### src/rtl/mul_div_unit_pkg.sv
// Shared ALU control codes for the multiply/divide unit and the ALU control logic.
package mul_div_unit_pkg;

   // ALU control codes seen on iControlSignal
   localparam logic [4:0] OPMULT  = 5'd10;
   localparam logic [4:0] OPMULTU = 5'd11;
   localparam logic [4:0] OPDIV   = 5'd12;
   localparam logic [4:0] OPDIVU  = 5'd13;
   localparam logic [4:0] OPMTHI  = 5'd14;
   localparam logic [4:0] OPMTLO  = 5'd15;
   localparam logic [4:0] OPMFHI  = 5'd16;
   localparam logic [4:0] OPMFLO  = 5'd17;

   // Magnitude of a 32-bit value, treating it as signed only when asked to
   function automatic logic [31:0] mag32(input logic [31:0] value, input logic is_signed);
      return (is_signed && value[31]) ? (~value + 32'd1) : value;
   endfunction

endpackage

### src/rtl/mul_div_unit_div_step.sv
// One restoring-division iteration: shift in the next dividend bit, try a subtract.
module div_step (
   input  logic [31:0] i_rem,
   input  logic [31:0] i_quo,
   input  logic [31:0] i_div,
   output logic [31:0] o_rem,
   output logic [31:0] o_quo
);

   logic [32:0] w_shift;
   logic [32:0] w_diff;
   logic        w_fits;

   // Trial subtract; keep the difference only when the divisor fits
   always_comb begin
      w_shift = {i_rem, i_quo[31]};
      w_diff  = w_shift - {1'b0, i_div};
      w_fits  = (w_shift >= {1'b0, i_div});
      o_rem   = w_fits ? w_diff[31:0] : w_shift[31:0];
      o_quo   = {i_quo[30:0], w_fits};
   end

endmodule

### src/rtl/mul_div_unit.sv
// Iterative 32-bit multiply/divide unit with architectural HI/LO registers.
// Multiplies use shift-add, divides use restoring division; both work on
// magnitudes and apply the sign correction in the final state.
module mul_div_unit
   import mul_div_unit_pkg::*;
(
   input  logic        iCLK,
   input  logic        iRST_n,
   input  logic        iStart,
   input  logic [4:0]  iControlSignal,
   input  logic [31:0] iA,
   input  logic [31:0] iB,
   output logic        oBusy,
   output logic        oDone,
   output logic        oDivZero,
   output logic [31:0] oHI,
   output logic [31:0] oLO,
   output logic [31:0] oResult
);

   typedef enum logic [1:0] {
      ST_IDLE = 2'd0,
      ST_MUL  = 2'd1,
      ST_DIV  = 2'd2,
      ST_FIN  = 2'd3
   } state_t;

   localparam int         ITERS     = 32;
   localparam logic [4:0] LAST_ITER = 5'(ITERS - 1);

   state_t      r_state;
   logic [4:0]  r_cnt;
   logic [63:0] r_prod;      // multiply: running product; divide: {remainder, quotient}
   logic [31:0] r_opd;       // multiply: multiplicand magnitude; divide: divisor magnitude
   logic [31:0] r_a_raw;     // original dividend, returned in HI on divide-by-zero
   logic        r_is_div;
   logic        r_neg_q;     // negate product / quotient at the end
   logic        r_neg_r;     // negate remainder at the end
   logic        r_div_zero;
   logic [31:0] r_hi;
   logic [31:0] r_lo;
   logic        r_busy;
   logic        r_done;
   logic        r_divz;

   logic        w_is_mul_op;
   logic        w_is_div_op;
   logic        w_op_signed;
   logic [31:0] w_mag_a;
   logic [31:0] w_mag_b;
   logic [32:0] w_add;
   logic [63:0] w_mul_next;
   logic [31:0] w_rem_next;
   logic [31:0] w_quo_next;
   logic [63:0] w_prod_fix;
   logic [31:0] w_quo_fix;
   logic [31:0] w_rem_fix;

   // Decode the request and form operand magnitudes
   always_comb begin
      w_is_mul_op = (iControlSignal == OPMULT) || (iControlSignal == OPMULTU);
      w_is_div_op = (iControlSignal == OPDIV)  || (iControlSignal == OPDIVU);
      w_op_signed = (iControlSignal == OPMULT) || (iControlSignal == OPDIV);
      w_mag_a     = mag32(iA, w_op_signed);
      w_mag_b     = mag32(iB, w_op_signed);
   end

   // One shift-add multiply step: add multiplicand when the low bit is set, then shift right
   always_comb begin
      w_add      = {1'b0, r_prod[63:32]} + (r_prod[0] ? {1'b0, r_opd} : 33'd0);
      w_mul_next = {w_add, r_prod[31:1]};
   end

   div_step u_div_step (
      .i_rem (r_prod[63:32]),
      .i_quo (r_prod[31:0]),
      .i_div (r_opd),
      .o_rem (w_rem_next),
      .o_quo (w_quo_next)
   );

   // Sign correction applied when leaving the final state
   always_comb begin
      w_prod_fix = r_neg_q ? (~r_prod + 64'd1) : r_prod;
      w_quo_fix  = r_neg_q ? (~r_prod[31:0] + 32'd1) : r_prod[31:0];
      w_rem_fix  = r_neg_r ? (~r_prod[63:32] + 32'd1) : r_prod[63:32];
   end

   // Control FSM, datapath registers and registered status outputs
   always_ff @(posedge iCLK or negedge iRST_n) begin
      if (!iRST_n) begin
         r_state    <= ST_IDLE;
         r_cnt      <= 5'd0;
         r_prod     <= 64'd0;
         r_opd      <= 32'd0;
         r_a_raw    <= 32'd0;
         r_is_div   <= 1'b0;
         r_neg_q    <= 1'b0;
         r_neg_r    <= 1'b0;
         r_div_zero <= 1'b0;
         r_hi       <= 32'd0;
         r_lo       <= 32'd0;
         r_busy     <= 1'b0;
         r_done     <= 1'b0;
         r_divz     <= 1'b0;
      end else begin
         r_done <= 1'b0;
         r_divz <= 1'b0;
         case (r_state)
            ST_IDLE: begin
               if (iStart) begin
                  if (w_is_mul_op) begin
                     r_state  <= ST_MUL;
                     r_cnt    <= 5'd0;
                     r_busy   <= 1'b1;
                     r_is_div <= 1'b0;
                     r_prod   <= {32'd0, w_mag_b};
                     r_opd    <= w_mag_a;
                     r_neg_q  <= w_op_signed && (iA[31] ^ iB[31]);
                     r_neg_r  <= 1'b0;
                  end else if (w_is_div_op) begin
                     r_state    <= ST_DIV;
                     r_cnt      <= 5'd0;
                     r_busy     <= 1'b1;
                     r_is_div   <= 1'b1;
                     r_prod     <= {32'd0, w_mag_a};
                     r_opd      <= w_mag_b;
                     r_a_raw    <= iA;
                     r_div_zero <= (iB == 32'd0);
                     r_neg_q    <= w_op_signed && (iA[31] ^ iB[31]);
                     r_neg_r    <= w_op_signed && iA[31];
                  end else if (iControlSignal == OPMTHI) begin
                     r_hi   <= iA;
                     r_done <= 1'b1;
                  end else if (iControlSignal == OPMTLO) begin
                     r_lo   <= iA;
                     r_done <= 1'b1;
                  end
               end
            end
            ST_MUL: begin
               r_prod <= w_mul_next;
               r_cnt  <= r_cnt + 5'd1;
               if (r_cnt == LAST_ITER) begin
                  r_state <= ST_FIN;
               end
            end
            ST_DIV: begin
               r_prod <= {w_rem_next, w_quo_next};
               r_cnt  <= r_cnt + 5'd1;
               if (r_cnt == LAST_ITER) begin
                  r_state <= ST_FIN;
               end
            end
            ST_FIN: begin
               if (r_is_div) begin
                  if (r_div_zero) begin
                     r_hi   <= r_a_raw;
                     r_lo   <= 32'hFFFF_FFFF;
                     r_divz <= 1'b1;
                  end else begin
                     r_hi <= w_rem_fix;
                     r_lo <= w_quo_fix;
                  end
               end else begin
                  r_hi <= w_prod_fix[63:32];
                  r_lo <= w_prod_fix[31:0];
               end
               r_state <= ST_IDLE;
               r_cnt   <= 5'd0;
               r_busy  <= 1'b0;
               r_done  <= 1'b1;
            end
            default: begin
               r_state <= ST_IDLE;
               r_busy  <= 1'b0;
            end
         endcase
      end
   end

   // Move-from read port is combinational on the current control code
   always_comb begin
      if (iControlSignal == OPMFHI) begin
         oResult = r_hi;
      end else if (iControlSignal == OPMFLO) begin
         oResult = r_lo;
      end else begin
         oResult = 32'd0;
      end
   end

   assign oBusy    = r_busy;
   assign oDone    = r_done;
   assign oDivZero = r_divz;
   assign oHI      = r_hi;
   assign oLO      = r_lo;

endmodule

### config.mk
export PLATFORM = sky130hd
export DESIGN_NAME = mul_div_unit
export DESIGN_NICKNAME = d
export VERILOG_FILES = /design/src/rtl/mul_div_unit_pkg.sv /design/src/rtl/mul_div_unit_div_step.sv /design/src/rtl/mul_div_unit.sv
export SDC_FILE = /design/constraint.sdc
export NUM_CORES = 1
export LEC_CHECK = 0
export BUFFER_PORTS_ARGS = -buffer_cell sky130_fd_sc_hd__buf_4
export CORE_MARGIN = 1
export CORE_UTILIZATION = 60
export CTS_BUF_LIST = sky130_fd_sc_hd__clkbuf_16
export DETAILED_ROUTE_END_ITERATION = 8
export GPL_TIMING_DRIVEN = 0
export PLACE_DENSITY = 0.87
export SYNTH_ARGS = -nofsm -noshare
export SYNTH_HDL_FRONTEND = slang
export SYNTH_SLANG_ARGS = --single-unit
### constraint.sdc
create_clock -name iCLK -period 9.9 [get_ports iCLK]
set_input_delay 0.495 -clock iCLK [delete_from_list [all_inputs] [get_ports iCLK]]
set_output_delay 0.495 -clock iCLK [all_outputs]
set_load 0.02 [all_outputs]
# After elaboration in Yosys (flattened, before gate mapping)
# Index checks and enable logic that the tools add are counted.
[word_totals]
ff_bits = 206
input_bits = 72
out_inout_bits = 99
wordCells = 127
[op_classes]
add_sub_neg = 8
n_lt_le_gt_ge = 1
n_eq_ne = 20
muxes = 57
bitwise = 7
n_reduce_logical = 20
[ops]
columns = ["op", "count"]
rows = [
  ["32-bit two-way mux", 23],
  ["64-bit two-way mux", 4],
  ["64-bit one-hot mux with 3 select lines", 1],
  ["32-bit by 1-bit adder with 32-bit output (second input constant)", 4],
  ["32-bit inverter", 4],
  ["32-bit one-hot mux with 2 select lines", 2],
  ["64-bit by 1-bit adder with 64-bit output (second input constant)", 1],
  ["64-bit inverter", 1],
  ["32-bit by 32-bit adder with 33-bit output", 1],
  ["33-bit by 32-bit >= comparator with 1-bit output", 1],
  ["32-bit zero test", 1],
  ["32-bit subtractor", 1],
  ["5-bit by 4-bit equality test with 1-bit output (second input constant)", 6],
  ["1-bit two-way mux", 16],
  ["5-bit equality test (second input constant)", 3],
  ["5-bit two-way mux", 3],
  ["5-bit one-hot mux with 3 select lines", 1],
  ["2-bit != test (second input constant)", 6],
  ["3-bit AND reduction", 4],
  ["2-bit two-way mux", 4],
  ["2-bit one-hot mux with 3 select lines", 1],
  ["6-bit AND reduction", 1],
  ["5-bit by 1-bit adder with 5-bit output (second input constant)", 1],
  ["5-bit AND reduction", 1],
  ["15 further kinds", 22],
]

# Longest topological paths before layout
[logic_depth]
word_depth = 8
depth_mapped = 14
ltp_nobuf = 13

# Cells and area by module
# From an unflattened synthesis, not the netlist that was laid out.
[unflattened]
hier_cells = 2352
hier_area_um2 = 18122.4
[modules_own_cells]
columns = ["module", "n_inst", "cells_each", "area_each_um2", "seq_area_each_um2"]
rows = [
  ["mul_div_unit", 1, 1997, 15551.2, 5154.9],
  ["div_step", 1, 355, 2571.2, 0.0],
]

# Least setup slack after synthesis
# OpenSTA, ideal clock, no wires.
[synth_timing]
path_kind = "reg-to-reg"
from = "reg r_prod[57]"
to = "reg r_prod[34]"
setup_time_ps = 126
arrival_time_ps = 3014
required_time_ps = 9774
slack_ps = 6760
path_stages_with_launch = 13
path_buffers = 3
synth_period_minus_slack_ps = 3140
cell_sequence = "dfrtp_1 > ha_1 > clkbuf_1 > and3_1 > and4_1 > and4_1 > a41oi_1 > nand4b_1 > nand2_1 > clkbuf_1 > clkbuf_1 > a21oi_1 > a221o_1"
[synth_between]
elab_chain_cells = 3
[synth_rtl]
columns = ["element", "line_no", "rtl"]
rows = [
  ["from (decl)", "mul_div_unit.sv:33", "logic [63:0] r_prod;"],
  ["from (signal assigned)", "mul_div_unit.sv:117", "r_prod <= {32'd0, w_mag_b};"],
  ["from (signal assigned)", "mul_div_unit.sv:126", "r_prod <= {32'd0, w_mag_a};"],
  ["from (signal assigned)", "mul_div_unit.sv:142", "r_prod <= w_mul_next;"],
  ["33-bit by 32-bit >= comparator with 1-bit output", "mul_div_unit_div_step.sv:18", "w_fits = (w_shift >= {1'b0, i_div});"],
  ["32-bit two-way mux", "mul_div_unit_div_step.sv:19", "o_rem = w_fits ? w_diff[31:0] : w_shift[31:0];"],
  ["64-bit one-hot mux with 3 select lines", "mul_div_unit.sv:109", "case (r_state)"],
]
# No other way between the ends.
# A chain may end at the register's enable or synchronous reset.

# Worst setup path in the final report
[layout_timing]
from = "reg r_prod[0]"
to = "reg r_prod[61]"
[layout_between]
elab_chain_cells = 3
[layout_rtl]
columns = ["element", "line_no", "rtl"]
rows = [
  ["32-bit two-way mux", "mul_div_unit.sv:70", "w_add = {1'b0, r_prod[63:32]} + (r_prod[0] ? {1'b0, r_opd} : 33'd0);"],
  ["32-bit by 32-bit adder with 33-bit output", "mul_div_unit.sv:70", ""],
  ["64-bit one-hot mux with 3 select lines", "mul_div_unit.sv:109", ""],
]
# No other way between the ends.

==> out/metrics.cfg <==
[status]
status=finished, final reports clean

[sta]
min_period_ns=4.81
hold_violations=0
worst_clock_skew_ns=0.0321
post-route-period-util=0.486
setup_tns_ns=0
max_slew_margin=0.0862
setup_viol=0
rsz0062_at_grt=false
setup_ws_ns=5.09
tightest_slew_ns=1.36
drv_slew=0
fmax_mhz=208

[finish]
register_area_um2=5150
nets=2611
multiInputGateArea_um2=11500
antennaDiodeCount=0
area_growth_pct=14.6
layout.cells.non_filler=2863
layout-drive-gt1-share=0.109
final.fill_count=2375

[worst_setup_path]
crit_path_start_kind=flop
end_kind=flop
crit_required_ns=10.27
critPathLaunch=r_prod[0]$_DFFE_PN0P_
r2r_start=r_prod[0]$_DFFE_PN0P_
r2r_cells=13
critPathKind=reg2reg
r2r-end=r_prod[61]$_DFFE_PN0P_
cp_max_fo=10
crit_path_end=r_prod[61]$_DFFE_PN0P_
cp.arrival_ns=5.18
rrSetupSlack_ns=5.09

[job]
drv_cap=0

[clock_network]
clock-sinks=206
cts_buffers=24
clkTransAtPathRegs_ns=0.06
clockBufferDepth=3
cts_root_buffer=clkbuf_16
cts_tree=yes
cts-resized-gates=0
clk_latency_ns=0.55
htree_levels=1

[die]
die_w_um=173
ios=171
initial_core_util=0.613
rows=62
core_um2=28800
die_h_um=173
die_area_um2=30100

[grt]
track_usage=0.479
overflow=0
grt_pass1_vias=18700
grt_start_max_net_pins=75
antenna_found_initial=3
grt_pass1_wl_mm=110

[yosys]
netlist.area_leader.share=0.292
synthFlopType=dfrtp_1
syn_nets=2418
yosysSeqAreaShare=0.292
synth_common_cells=nand2_1 (243), nor2_1 (233), dfrtp_1 (206)
synthSimpleGateAreaFrac=0.188
ys.warnings.count=0
ys_ff_latch=206
yosys-top-cells-area=dfrtp_1 (29%), a21oi_1 (5.8%), o21ai_0 (5.7%)
syn-cell-area_um2=17600
synth_xor_area_frac=0.0850
synth_top_family_by_area=compound AO/OA/AOI/OAI gates
synth_fa_ha_area_frac=0.0555
synth.largest_area_cell=dfrtp_1
muxShareOfSynthArea=0.0495
yosysMostFrequentCell=nand2_1
syn_avg_cell_area_um2=7.77
synth_cell_types=78
netlist_instances=2269
synth-async-reset-ratio=1.00
synth_edf_count=0
synth-compound-area-share=0.277

[route]
drc=0
drt-initial-drc-count=3219
routed_wl_mm=74.0
ant_nets=0
vias_per_cell=6.98
vias=20000
wl_per_cell_um=25.9
drtPass1Iterations=7

[place]
pre_cts_slack_ns=5.43
placed_cells=2819
place_congestion=1.07
hpwl_mm=57.4
io_buffers=164

[power]
leakagePower_nw=9.04
ir_drop_v=0.000279
power.total_mw=6.38
p_per_area_nw_per_um2=316

[min_path]
min_path_type=in2reg

area by class of cell:
type                            instances  share of cell area
Clock buffer                           25              0.0310
Inverter                               66              0.0123
Timing Repair Buffer                  167              0.0646
Clock inverter                         18             0.00768
Multi-Input combinational cell       1820               0.571
Tap cell                              384              0.0238
Buffer                                177              0.0340
Sequential cell                       206               0.255
registers in the layout, indices dropped and copies added (netlist names), 2 cells and up:
register	cells
oHI	32
oLO	32
r_a_raw	32
r_cnt	5
r_opd	32
r_prod	64
r_state	2
logic make-up (layout without fill, tap and decap cells):
logic type / after synthesis / after routing
and+or+nand+nor: 721 / 721
xor gates and xnor gates: 171 / 171
buffers and inverters: 243 / 453
muxes: 83 / 83
AOI/OAI and AO/OA: 768 / 768
DFF: 206 / 206
adders and majority gates: 77 / 77
worst min path at each step:
| stage | slack [ns] | cells after the start | start | endpoint |
|---|---|---|---|---|
| after detailed placement | 0.47 | 1 | iRST_n | r_prod[38]$_DFFE_PN0P_ |
| final | 0.27 | 2 | iA[17] | r_a_raw[17]$_DFFE_PN0P_ |
| after global placement | 0.47 | 2 | r_opd[20]$_DFFE_PN0P_ | r_opd[20]$_DFFE_PN0P_ |
| after floorplan | 0.20 | 0 | iRST_n | oBusy$_DFFE_PN0P_ |
| after CTS | 0.26 | 3 | iA[11] | r_a_raw[11]$_DFFE_PN0P_ |
| after global routing | 0.28 | 2 | iA[17] | r_a_raw[17]$_DFFE_PN0P_ |
power by group:
part	switching, mW	total, mW	leakage, nW	internal [mW]
logic	2.69	3.96	6.02	1.27
registers	0.341	1.52	2.65	1.18
clock network	0.389	0.901	0.374	0.512
routing by layer:
| metal | GRT usage | share of wire |
|---|---|---|
| met5 | 0 | 0.00036 |
| met3 | 0.154 | 0.15 |
| met1 | 0.618 | 0.37 |
| met4 | 0.269 | 0.065 |
| met2 | 0.706 | 0.42 |
through the flow:
stage / hold WS (ns) / area (µm²) / utilization
2_1_floorplan: 0.199 / 17600 / -
3_3_place_gp: 0.467 / 19300 / 0.672
3_5_place_dp: 0.470 / 19400 / 0.674
6_report: 0.267 / 20200 / 0.702
5_1_grt: 0.280 / 20200 / 0.702
4_1_cts: 0.261 / 20200 / 0.702
critical path: stages, from the launching register on:
cell and delay (ns):
dfrtp_1 0.62, inv_1 0.31, clkbuf_1 0.60, nor2_1 0.12, ha_1 0.38, o21ai_0 0.12
o21ai_0 0.21, a31oi_1 0.22, o211ai_1 0.55, nand2_1 0.16, a311oi_1 0.78, a31oi_1 0.21
xor2_1 0.22, o221ai_1 0.13
timing repair:
item / CTS / global route
hold endpoints to repair: 64 / 0
hold buffers: 1 / 0
buffers inserted: 0 / 0
placed cells by master (no fill, tap or decap), drive strengths merged, types with 28 or more instances in the layout:
master | synthesis | layout
nand2 | 243 | 243
o221ai | 41 | 41
o22ai | 34 | 34
buf | 18 | 184
o31ai | 28 | 28
a21o | 31 | 31
nor2 | 233 | 233
clkbuf | 159 | 184
mux2i | 50 | 50
nor3 | 47 | 47
a22oi | 41 | 41
dfrtp | 206 | 206
xor2 | 68 | 68
ha | 75 | 75
inv | 65 | 68
o211ai | 32 | 32
a21oi | 206 | 206
mux2 | 33 | 33
xnor2 | 103 | 103
nand3 | 37 | 37
o21ai | 211 | 211
Note: power is estimated with default switching activity, not from simulation.
